$ cat config.mk
export PLATFORM = sky130hd
export DESIGN_NAME = keypad_scanner
export DESIGN_NICKNAME = d
export VERILOG_FILES = /design/src/rtl/keypad_pkg.sv /design/src/rtl/kp_col_scanner.sv /design/src/rtl/keypad_scanner.sv
export SDC_FILE = /design/constraint.sdc
export NUM_CORES = 1
export LEC_CHECK = 0
export BUFFER_PORTS_ARGS = -buffer_cell sky130_fd_sc_hd__buf_2
export CAP_MARGIN = 20
export CORE_ASPECT_RATIO = 1.5
export CORE_MARGIN = 1.5
export CORE_UTILIZATION = 45
export CTS_CLUSTER_SIZE = 25
export DETAILED_ROUTE_END_ITERATION = 10
export GPL_TIMING_DRIVEN = 0
export RECOVER_POWER = 50
export SLEW_MARGIN = 30
export SYNTH_ARGS = -nofsm -noshare
export SYNTH_HDL_FRONTEND = slang
export SYNTH_SLANG_ARGS = --single-unit
$ cat constraint.sdc
create_clock -name clk -period 5.7 [get_ports clk]
set_input_delay 1.14 -clock clk [delete_from_list [all_inputs] [get_ports clk]]
set_output_delay 1.14 -clock clk [all_outputs]
set_load 0.005 [all_outputs]
$ cat src/rtl/keypad_pkg.sv
// keypad_pkg: state type, hex keymap and bit-count helper shared by the keypad scanner
package keypad_pkg;

    typedef enum logic [1:0] {IDLE, PRESS_PEND, HELD, REL_PEND} kp_state_t;

    // KEY_MAP[row][col], rows top-down, columns left-right
    localparam logic [3:0] KEY_MAP [4][4] = '{
        '{4'h1, 4'h2, 4'h3, 4'hA},
        '{4'h4, 4'h5, 4'h6, 4'hB},
        '{4'h7, 4'h8, 4'h9, 4'hC},
        '{4'h0, 4'hF, 4'hE, 4'hD}
    };

    function automatic logic [4:0] popcount16(input logic [15:0] v);
        popcount16 = '0;
        for (int i = 0; i < 16; i++)
            popcount16 = popcount16 + {4'd0, v[i]};
    endfunction

endpackage

$ cat src/rtl/kp_col_scanner.sv
// kp_col_scanner: drives one column low at a time, synchronizes the rows and assembles a 16-bit pressed map per frame
module kp_col_scanner #(
    parameter int COL_SETTLE_CYC = 5000
) (
    input  logic        clk,
    input  logic        rst,
    input  logic [3:0]  row,
    output logic [3:0]  col,
    output logic [15:0] map,
    output logic        map_valid
);

    localparam int CW = $clog2(COL_SETTLE_CYC);
    localparam logic [CW-1:0] LAST = CW'(COL_SETTLE_CYC - 1);

    logic [3:0]    row_meta, row_sync;
    logic [CW-1:0] settle_cnt;
    logic [1:0]    col_idx;
    logic          terminal;

    assign terminal = settle_cnt == LAST;

    // map bit index is col*4 + row; map_valid fires the cycle after the col3 capture
    always_ff @(posedge clk or posedge rst) begin
        if (rst) begin
            row_meta   <= 4'hF;
            row_sync   <= 4'hF;
            settle_cnt <= '0;
            col_idx    <= '0;
            col        <= 4'b1110;
            map        <= '0;
            map_valid  <= 1'b0;
        end else begin
            row_meta  <= row;
            row_sync  <= row_meta;
            map_valid <= terminal && col_idx == 2'd3;
            if (terminal) begin
                settle_cnt                <= '0;
                map[{col_idx, 2'b00} +: 4] <= ~row_sync;
                col_idx                   <= col_idx + 2'd1;
                col                       <= {col[2:0], col[3]};
            end else begin
                settle_cnt <= settle_cnt + CW'(1);
            end
        end
    end

endmodule

$ cat src/rtl/keypad_scanner.sv
// keypad_scanner: classifies each scanned frame and debounces presses/releases across whole frames
module keypad_scanner
    import keypad_pkg::*;
#(
    parameter int COL_SETTLE_CYC = 5000,
    parameter int STABLE_SCANS   = 8
) (
    input  logic       clk,
    input  logic       rst,
    input  logic [3:0] row,
    output logic [3:0] col,
    output logic [3:0] key_code,
    output logic       key_valid,
    output logic       key_press,
    output logic       key_release,
    output logic       multi_key,
    output logic       frame_done
);

    localparam int SW = $clog2(STABLE_SCANS + 1);
    localparam logic [SW-1:0] LAST = SW'(STABLE_SCANS);

    logic [15:0]   map;
    logic          map_valid;
    kp_state_t     state;
    logic [SW-1:0] stable_cnt, next_cnt;
    logic [3:0]    cand, idx;
    logic [4:0]    ones;
    logic          single, multi, held_bit, run_done;

    kp_col_scanner #(.COL_SETTLE_CYC(COL_SETTLE_CYC)) u_scan (
        .clk       (clk),
        .rst       (rst),
        .row       (row),
        .col       (col),
        .map       (map),
        .map_valid (map_valid)
    );

    always_comb begin
        idx = '0;
        for (int i = 0; i < 16; i++)
            if (map[i]) idx = 4'(i);
    end

    assign ones     = popcount16(map);
    assign single   = ones == 5'd1;
    assign multi    = ones > 5'd1;
    assign held_bit = map[cand];
    assign next_cnt = stable_cnt + SW'(1);
    assign run_done = next_cnt == LAST;

    // cand doubles as the held key's map index while in HELD/REL_PEND
    always_ff @(posedge clk or posedge rst) begin
        if (rst) begin
            state       <= IDLE;
            stable_cnt  <= '0;
            cand        <= '0;
            key_code    <= '0;
            key_valid   <= 1'b0;
            key_press   <= 1'b0;
            key_release <= 1'b0;
            multi_key   <= 1'b0;
            frame_done  <= 1'b0;
        end else begin
            frame_done  <= map_valid;
            key_press   <= 1'b0;
            key_release <= 1'b0;
            if (map_valid) begin
                multi_key <= multi;
                case (state)
                    IDLE: if (single) begin
                        cand       <= idx;
                        stable_cnt <= SW'(1);
                        state      <= PRESS_PEND;
                    end
                    PRESS_PEND: if (!single) begin
                        state <= IDLE;
                    end else if (idx != cand) begin
                        cand       <= idx;
                        stable_cnt <= SW'(1);
                    end else begin
                        stable_cnt <= next_cnt;
                        if (run_done) begin
                            key_code  <= KEY_MAP[cand[1:0]][cand[3:2]];
                            key_valid <= 1'b1;
                            key_press <= 1'b1;
                            state     <= HELD;
                        end
                    end
                    HELD: if (!held_bit) begin
                        stable_cnt <= SW'(1);
                        state      <= REL_PEND;
                    end
                    REL_PEND: if (held_bit) begin
                        state <= HELD;
                    end else begin
                        stable_cnt <= next_cnt;
                        if (run_done) begin
                            key_valid   <= 1'b0;
                            key_release <= 1'b1;
                            state       <= IDLE;
                        end
                    end
                    default: state <= IDLE;
                endcase
            end
        end
    end

endmodule

==> summary.txt, run 1 <==
Outcome
  – Status: complete, but fails checks
  – Failing checks: max-capacitance violations, max-slew violations

Timing
  – Final hold vios: 0
  – Final Skew: 0.00503 ns
  – Final period util: 0.802
  – Hold slack: 0.354 ns
  – Final worst slack: 1.13 ns
  – Rel. slew slack: -0.501
  – Max Clock Freq: 0.219 GHz
  – Max-slew violation count: 45
  – Setup TNS: 0 ns
  – Worst Tran Pin Value: 2.25 ns
  – RSZ-0062 raised after global routing: false
  – Final setup vio count: 0
  – Crit path time final: 4.57 ns

Clocking
  – CTS sink count: 63
  – H-tree depth: 3
  – CTS root buf: clkbuf_16
  – CTS tree: built
  – Postcts setup bufs: 0
  – Post-CTS Resized: 0
  – CTS buffer count: 9
  – Clock latency on the worst-skew pair: 0.33 ns
  – Hold Buf Count CTS: 0
  – Clock Tree Buf Depth: 2
  – Clk slew on worst S/H paths: 0.05 ns

Worst setup path
  – R2R setup slack: 1.13 ns
  – FF-to-FF End: cand[2]
  – Worst Setup EP: cand[2]
  – Crit. Startpoint: u_scan.map[5]
  – R2R cell count: 13
  – Arr. time, crit path: 4.78 ns
  – CP Capture Type: flop
  – WS Path Type: flop to flop
  – Worst EP required: 5.91 ns
  – Crit path launch type: flop
  – Worst r2r src: u_scan.map[5]
  – Crit-path max FO: 7

Logic synthesis
  – Post-synthesis cell type count: 51
  – Synthesized cell area: 3460 µm²
  – Synth Register Bits: 63
  – Yosys warnings: 0
  – Seq/Total Area, Yosys: 0.460
  – Mapped Avg Cell Area: 10.7 µm²
  – Syn_nets: 354
  – Syn Inst Count: 324

Place
  – Pre-CTS setup slack: 1.10 ns
  – Placer congestion estimate: 0.801
  – Placed wire-length estimate: 5.14 mm
  – Inst Count DP: 445
  – IO buf count: 18

Final layout
  – Commonest cells after routing, fill and taps aside: dfrtp_1 (52), nand2_1 (41), inv_1 (30)
  – Ant diodes: 0
  – Synth-to-Final Area Change: 15.4%
  – Post-route insts no fill: 461
  – Share of layout cells above drive strength 1: 0.198
  – Most common cell after layout, fill and taps aside: dfrtp_1
  – Final nets: 384

Die
  – Starting density of the core: 0.460
  – Die W: 74.6 µm
  – DIE AREA: 8230 µm²
  – DIE HEIGHT: 110 µm
  – Core Region: 7510 µm²
  – I/O Pins: 19
  – # rows: 39

Drt
  – DRC: 0
  – Avg WL per Cell: 14.9 µm
  – Initial DRC Count: 99
  – Post-DRT Antenna Nets: 0
  – Vias per inst: 5.19
  – Post-Route WL: 6.86 mm
  – DR vias: 2392
  – Detailed Routing Iterations Pass 1: 5

Global route
  – Initial antenna violation count: 0
  – Remaining global-route overflow: 0
  – GRT Util Overall: 0.190
  – Number of global-route vias before repair: 2414
  – Pin count of the biggest net entering global routing: 45
  – First-pass GRT wire length: 11.6 mm

Flow run
  – Max cap viols: 1

Power and ir drop
  – LEAKAGE: 1.80 nW
  – Maximum vdd drop: 205 µV
  – Cell area power density: 256 nW/µm²

Worst hold path
  – HP Class: flop to flop
## cell type report
cell class / instances / area [µm²]
Clock inverter: 3 / 40.0
Clock buffer: 13 / 270
Timing Repair Buffer: 19 / 93.8
Sequential cell: 63 / 1590
Fill cell: 711 / 3530
Tap cell: 102 / 128
Inverter: 31 / 118
Buffer: 9 / 43.8
Multi-Input combinational cell: 221 / 1710
## flip-flops by register name (all words and copies together), names as in the netlist, 2 cells and up
name and count:
cand 4, state 2, u_scan.col_idx 2, u_scan.row_meta 4
u_scan.map 16, u_scan.col 4, u_scan.row_sync 4, key_code 4
u_scan.settle_cnt 13, stable_cnt 4
## critical path, cell delays in order (launching register included)
cell and delay [ns]:
dfrtp_1 0.47, fa_1 0.56, inv_1 0.05, fa_1 0.46, fa_1 0.48, fa_1 0.49
inv_1 0.04, ha_1 0.20, fa_1 0.43, nor3_1 0.25, and3_1 0.23, nand3_1 0.19
a21oi_2 0.28, mux2_4 0.32
## per-stage QoR
| stage | instance area, µm² | total power, mW | utilization |
|---|---|---|---|
| final | 3990 | 1.02 | 0.531 |
| after global routing | 3990 | 1.06 | 0.531 |
| after CTS | 4010 | 1.04 | 0.533 |
| after detailed placement | 3700 | 0.476 | 0.492 |
| after global placement | 3670 | 0.473 | 0.489 |
| after floorplan | 3460 | 0.468 | - |
## synthesized netlist by cell type, drive strengths merged
library cell / number / area (µm²)
o2111ai: 2 / 17.5
buf: 4 / 25.0
maj3: 1 / 10.0
mux4: 5 / 113
and3: 5 / 31.3
nor4: 7 / 58.8
o211ai: 1 / 7.51
o31ai: 16 / 120
nor2: 20 / 75.1
xor2: 6 / 52.6
mux2i: 2 / 20.0
o311a: 1 / 10.0
o31a: 2 / 17.5
mux2: 11 / 143
nor3: 6 / 35.0
o21bai: 1 / 7.51
o22ai: 1 / 6.26
or4b: 1 / 10.0
clkbuf: 5 / 18.8
o311ai: 2 / 17.5
xnor2: 9 / 78.8
a221oi: 1 / 8.76
o21ai: 12 / 60.1
nor2b: 2 / 12.5
o21a: 2 / 15.0
a31oi: 4 / 25.0
inv: 31 / 116
dfrtp: 52 / 1300
fa: 10 / 200
ha: 14 / 175
a21oi: 7 / 38.8
nand3b: 1 / 7.51
nand2: 42 / 165
or4: 2 / 22.5
nor3b: 1 / 7.51
a32oi: 1 / 8.76
nand3: 15 / 75.1
and2: 1 / 6.26
dfstp: 11 / 289
or3: 4 / 25.0
a22o: 1 / 8.76
nand2b: 2 / 12.5
## where the power goes
part / switching [mW] / leakage (nW) / internal [mW]
clock network: 0.185 / 0.156 / 0.372
logic: 0.00867 / 0.818 / 0.00139
registers: 0.00252 / 0.827 / 0.453
total: 0.196 / 1.80 / 0.827
## kinds of logic (layout without fill, tap and decap cells)
| group | after synthesis | after routing | share of synthesized area |
|---|---|---|---|
| AOI/OAI and AO/OA | 54 | 54 | 0.107 |
| xor gates and xnor gates | 15 | 15 | 0.0380 |
| DFF | 63 | 63 | 0.460 |
| buffers and inverters | 40 | 75 | 0.0463 |
| and+or+nand+nor | 109 | 109 | 0.157 |
| adders and majority gates | 25 | 25 | 0.112 |
| muxes | 18 | 18 | 0.0797 |
## worst min-delay path by stage
stage | startpoint | depth (start not counted) | endpoint | slack [ns]
finish | u_scan.row_meta[0] | 0 | u_scan.row_sync[0] | 0.35
global route | u_scan.row_meta[2] | 0 | u_scan.row_sync[2] | 0.36
CTS | u_scan.row_meta[2] | 0 | u_scan.row_sync[2] | 0.35
detailed placement | u_scan.row_meta[0] | 0 | u_scan.row_sync[0] | 0.35
global placement | u_scan.row_meta[0] | 0 | u_scan.row_sync[0] | 0.35
floorplan | u_scan.row_meta[0] | 0 | u_scan.row_sync[0] | 0.35
## metal layers
metal,vias to the layer above,track usage,share of wire
met1,1161,0.216,0.41
met4,0,0.0831,0.024
met2,29,0.339,0.55
met3,11,0.0391,0.022
met5,-,0,0
li1,1191,-,-
No activity file was read; power rests on OpenSTA's default activity.
==> inputs of run 2 (changes only) <==
Clock period 5.7 ns to 4.5 ns, I/O delays scaled along.
==> run 2 against run 1 <==
Net effect:
- the run still ends with max-capacitance violations, max-slew violations left
- worst hold slack stayed put
- critical path depth is 1 higher
- die area did not move
- final cell count is 1.3% higher
- sequential share of layout area fell by 0.62 points
- core utilization is 1.1 points higher
- setup slack worse by 0.95 ns
- register-to-register slack got worse by 0.95 ns
- first-iteration DRC count shrank 8.1%
- critical endpoint is now key_code[3]
- largest cell class unchanged
- highest routed layer unchanged
==> summary.txt, run 2 (synthesized netlist as in run 1, its figures left out) <==
Drt
  – Post-DRT Antenna Nets: 0 (unchanged)
  – Initial DRC Count: 91 (was 99)
  – Vias per inst: 5.19 (about the same)
  – Avg WL per Cell: 14.8 µm (was 14.9 µm)
  – DR vias: 2425 (was 2392)
  – DRC: 0 (unchanged)
  – Post-Route WL: 6.90 mm (was 6.86 mm)
  – Detailed Routing Iterations Pass 1: 5 (unchanged)

Clocking
  – CTS buffer count: 9 (unchanged)
  – Hold Buf Count CTS: 0 (unchanged)
  – CTS root buf: clkbuf_16 (unchanged)
  – Clock Tree Buf Depth: 2 (unchanged)
  – Clk slew on worst S/H paths: 0.05 ns (about the same)
  – CTS tree: built (unchanged)
  – Clock latency on the worst-skew pair: 0.33 ns (about the same)
  – H-tree depth: 3 (unchanged)
  – CTS sink count: 63 (unchanged)

Timing
  – Final setup vio count: 0 (unchanged)
  – Rel. slew slack: -0.494 (was -0.501)
  – Final Skew: 0.00531 ns (was 0.00503 ns)
  – Final hold vios: 0 (unchanged)
  – Final period util: 0.960 (was 0.802)
  – Worst Tran Pin Value: 2.24 ns (was 2.25 ns)
  – Max-slew violation count: 45 (unchanged)
  – Setup TNS: 0 ns (unchanged)
  – Max Clock Freq: 0.232 GHz (was 0.219 GHz)
  – RSZ-0062 raised after global routing: false (unchanged)
  – Crit path time final: 4.32 ns (was 4.57 ns)

Final layout
  – Biggest register: u_scan.map (unchanged)
  – Post-route insts no fill: 467 (was 461)
  – Ant diodes: 0 (unchanged)
  – Core Util, Final: 0.542 (was 0.531)
  – Final nets: 390 (was 384)
  – Most common cell after layout, fill and taps aside: dfrtp_1 (unchanged)
  – Share of layout cells above drive strength 1: 0.247 (was 0.198)
  – Design area: 4070 µm² (was 3990 µm²)
  – Commonest cells after routing, fill and taps aside: dfrtp_1 (45), nand2_1 (40), inv_1 (30) (was dfrtp_1 (52), nand2_1 (41), inv_1 (30))
  – Regs by FF count: u_scan.map x16, u_scan.settle_cnt x13 (unchanged)
  – Synth-to-Final Area Change: 17.9% (was 15.4%)
  – Number of flip-flops in the largest register: 16 (unchanged)

Power and ir drop
  – Total chip power: 1.30 mW (was 1.02 mW)
  – LEAKAGE: 1.82 nW (was 1.80 nW)
  – Cell area power density: 318 nW/µm² (was 256 nW/µm²)
  – Maximum vdd drop: 258 µV (was 205 µV)

Worst setup path
  – R2R setup slack: 0.18 ns (was 1.13 ns)
  – Critical-path cell list: fa_1 > inv_1 > fa_1 > fa_1 > fa_1 > inv_1 > ha_1 > fa_1 > nor3_2 > and3_4 > nand2_2 > nor2_2 > nand2_4 > mux2_4 (was fa_1 > inv_1 > fa_1 > fa_1 > fa_1 > inv_1 > ha_1 > fa_1 > nor3_1 > and3_1 > nand3_1 > a21oi_2 > mux2_4)
  – Crit path launch type: flop (unchanged)
  – Worst EP required: 4.71 ns (was 5.91 ns)
  – CP Capture Type: flop (unchanged)
  – Worst path bufs/invs: 2 (unchanged)
  – Crit-path max FO: 6 (was 7)
  – Most used cell, CP: fa_1 (unchanged)
  – CP max stage cell: fa_1 (unchanged)
  – Slowest stage delay, CP: 0.53 ns (was 0.56 ns)
  – Arr. time, crit path: 4.53 ns (was 4.78 ns)
  – WS Path Type: flop to flop (unchanged)
  – CP delay by family, top: adder cells (unchanged)

Die
  – # rows: 39 (unchanged)
  – Core Region: 7510 µm² (unchanged)
  – DIE HEIGHT: 110 µm (unchanged)
  – DIE AREA: 8230 µm² (unchanged)
  – Starting density of the core: 0.460 (unchanged)
  – Die W: 74.6 µm (unchanged)
  – I/O Pins: 19 (unchanged)

Place
  – Placed inst area: 3700 µm² (unchanged)
  – Inst Count DP: 445 (unchanged)
  – IO buf count: 18 (unchanged)
  – Placer congestion estimate: 0.801 (unchanged)
  – Placed wire-length estimate: 5.14 mm (unchanged)

Outcome
  – Status: complete, but fails checks (unchanged)
  – Failing checks: max-capacitance violations, max-slew violations (unchanged)

Global route
  – Initial antenna violation count: 0 (unchanged)
  – Remaining global-route overflow: 0 (unchanged)
  – Number of global-route vias before repair: 2429 (was 2414)
  – First-pass GRT wire length: 11.6 mm (about the same)
  – Pin count of the biggest net entering global routing: 45 (unchanged)
  – GRT Util Overall: 0.191 (was 0.190)

Worst hold path
  – HP Class: flop to flop (unchanged)

Flow run
  – Max cap viols: 1 (unchanged)
run 2: cell count changes in the layout (fill, tap and decap cells not counted), sizes merged:
cell	previous run	this run
buf	22	28
run 2: through the flow:
stage	worst slack, ns	hold WS [ns]
finish	0.182	0.354
global route	0.0163	0.357
CTS	0.0113	0.354
detailed placement	-0.0986	0.347
global placement	-0.0875	0.346
floorplan	0.234	0.345
run 2: routing by layer:
metal	wire length, µm	GRT usage	part of all wire	up-vias
met5	0	0	0	-
li1	-	-	-	1202
met2	3730	0.337	0.54	35
met1	2780	0.216	0.40	1173
met3	150	0.0400	0.022	15
met4	240	0.0883	0.035	0
run 2: timing repair:
action                     CTS  global route
pin swaps                    0             2
setup buffers                0             6
resized for setup            6             9
setup endpoints to repair    7             9
run 2: where the power goes:
part           total, mW  internal [mW]  switching (mW)
clock network      0.705          0.472           0.233
logic             0.0127        0.00176          0.0109
registers          0.577          0.574         0.00319
total               1.30           1.05           0.247
run 2: area by class of cell:
type,instances,area (µm²)
well taps,102,128
flip-flops and latches,63,1600
clock inverters,3,40.0
fillers,694,3440
repair buffers,25,139
plain buffers,9,43.8
inverters,31,118
multi-input cells,221,1740
clock buffers,13,270
run 2: worst paths after layout:
| check | from | end | cells past startpoint |
|---|---|---|---|
| worst max-delay path | u_scan.map[0] | key_code[3] | 14 |
| worst min-delay path | u_scan.row_meta[0] | u_scan.row_sync[0] | 0 |
| worst max register to register | u_scan.map[0] | key_code[3] | 14 |
| worst min register to register | u_scan.row_meta[0] | u_scan.row_sync[0] | 0 |
| max in group asynchronous | rst | u_scan.map[3] | 3 |
| min in group asynchronous | rst | stable_cnt[2] | 2 |
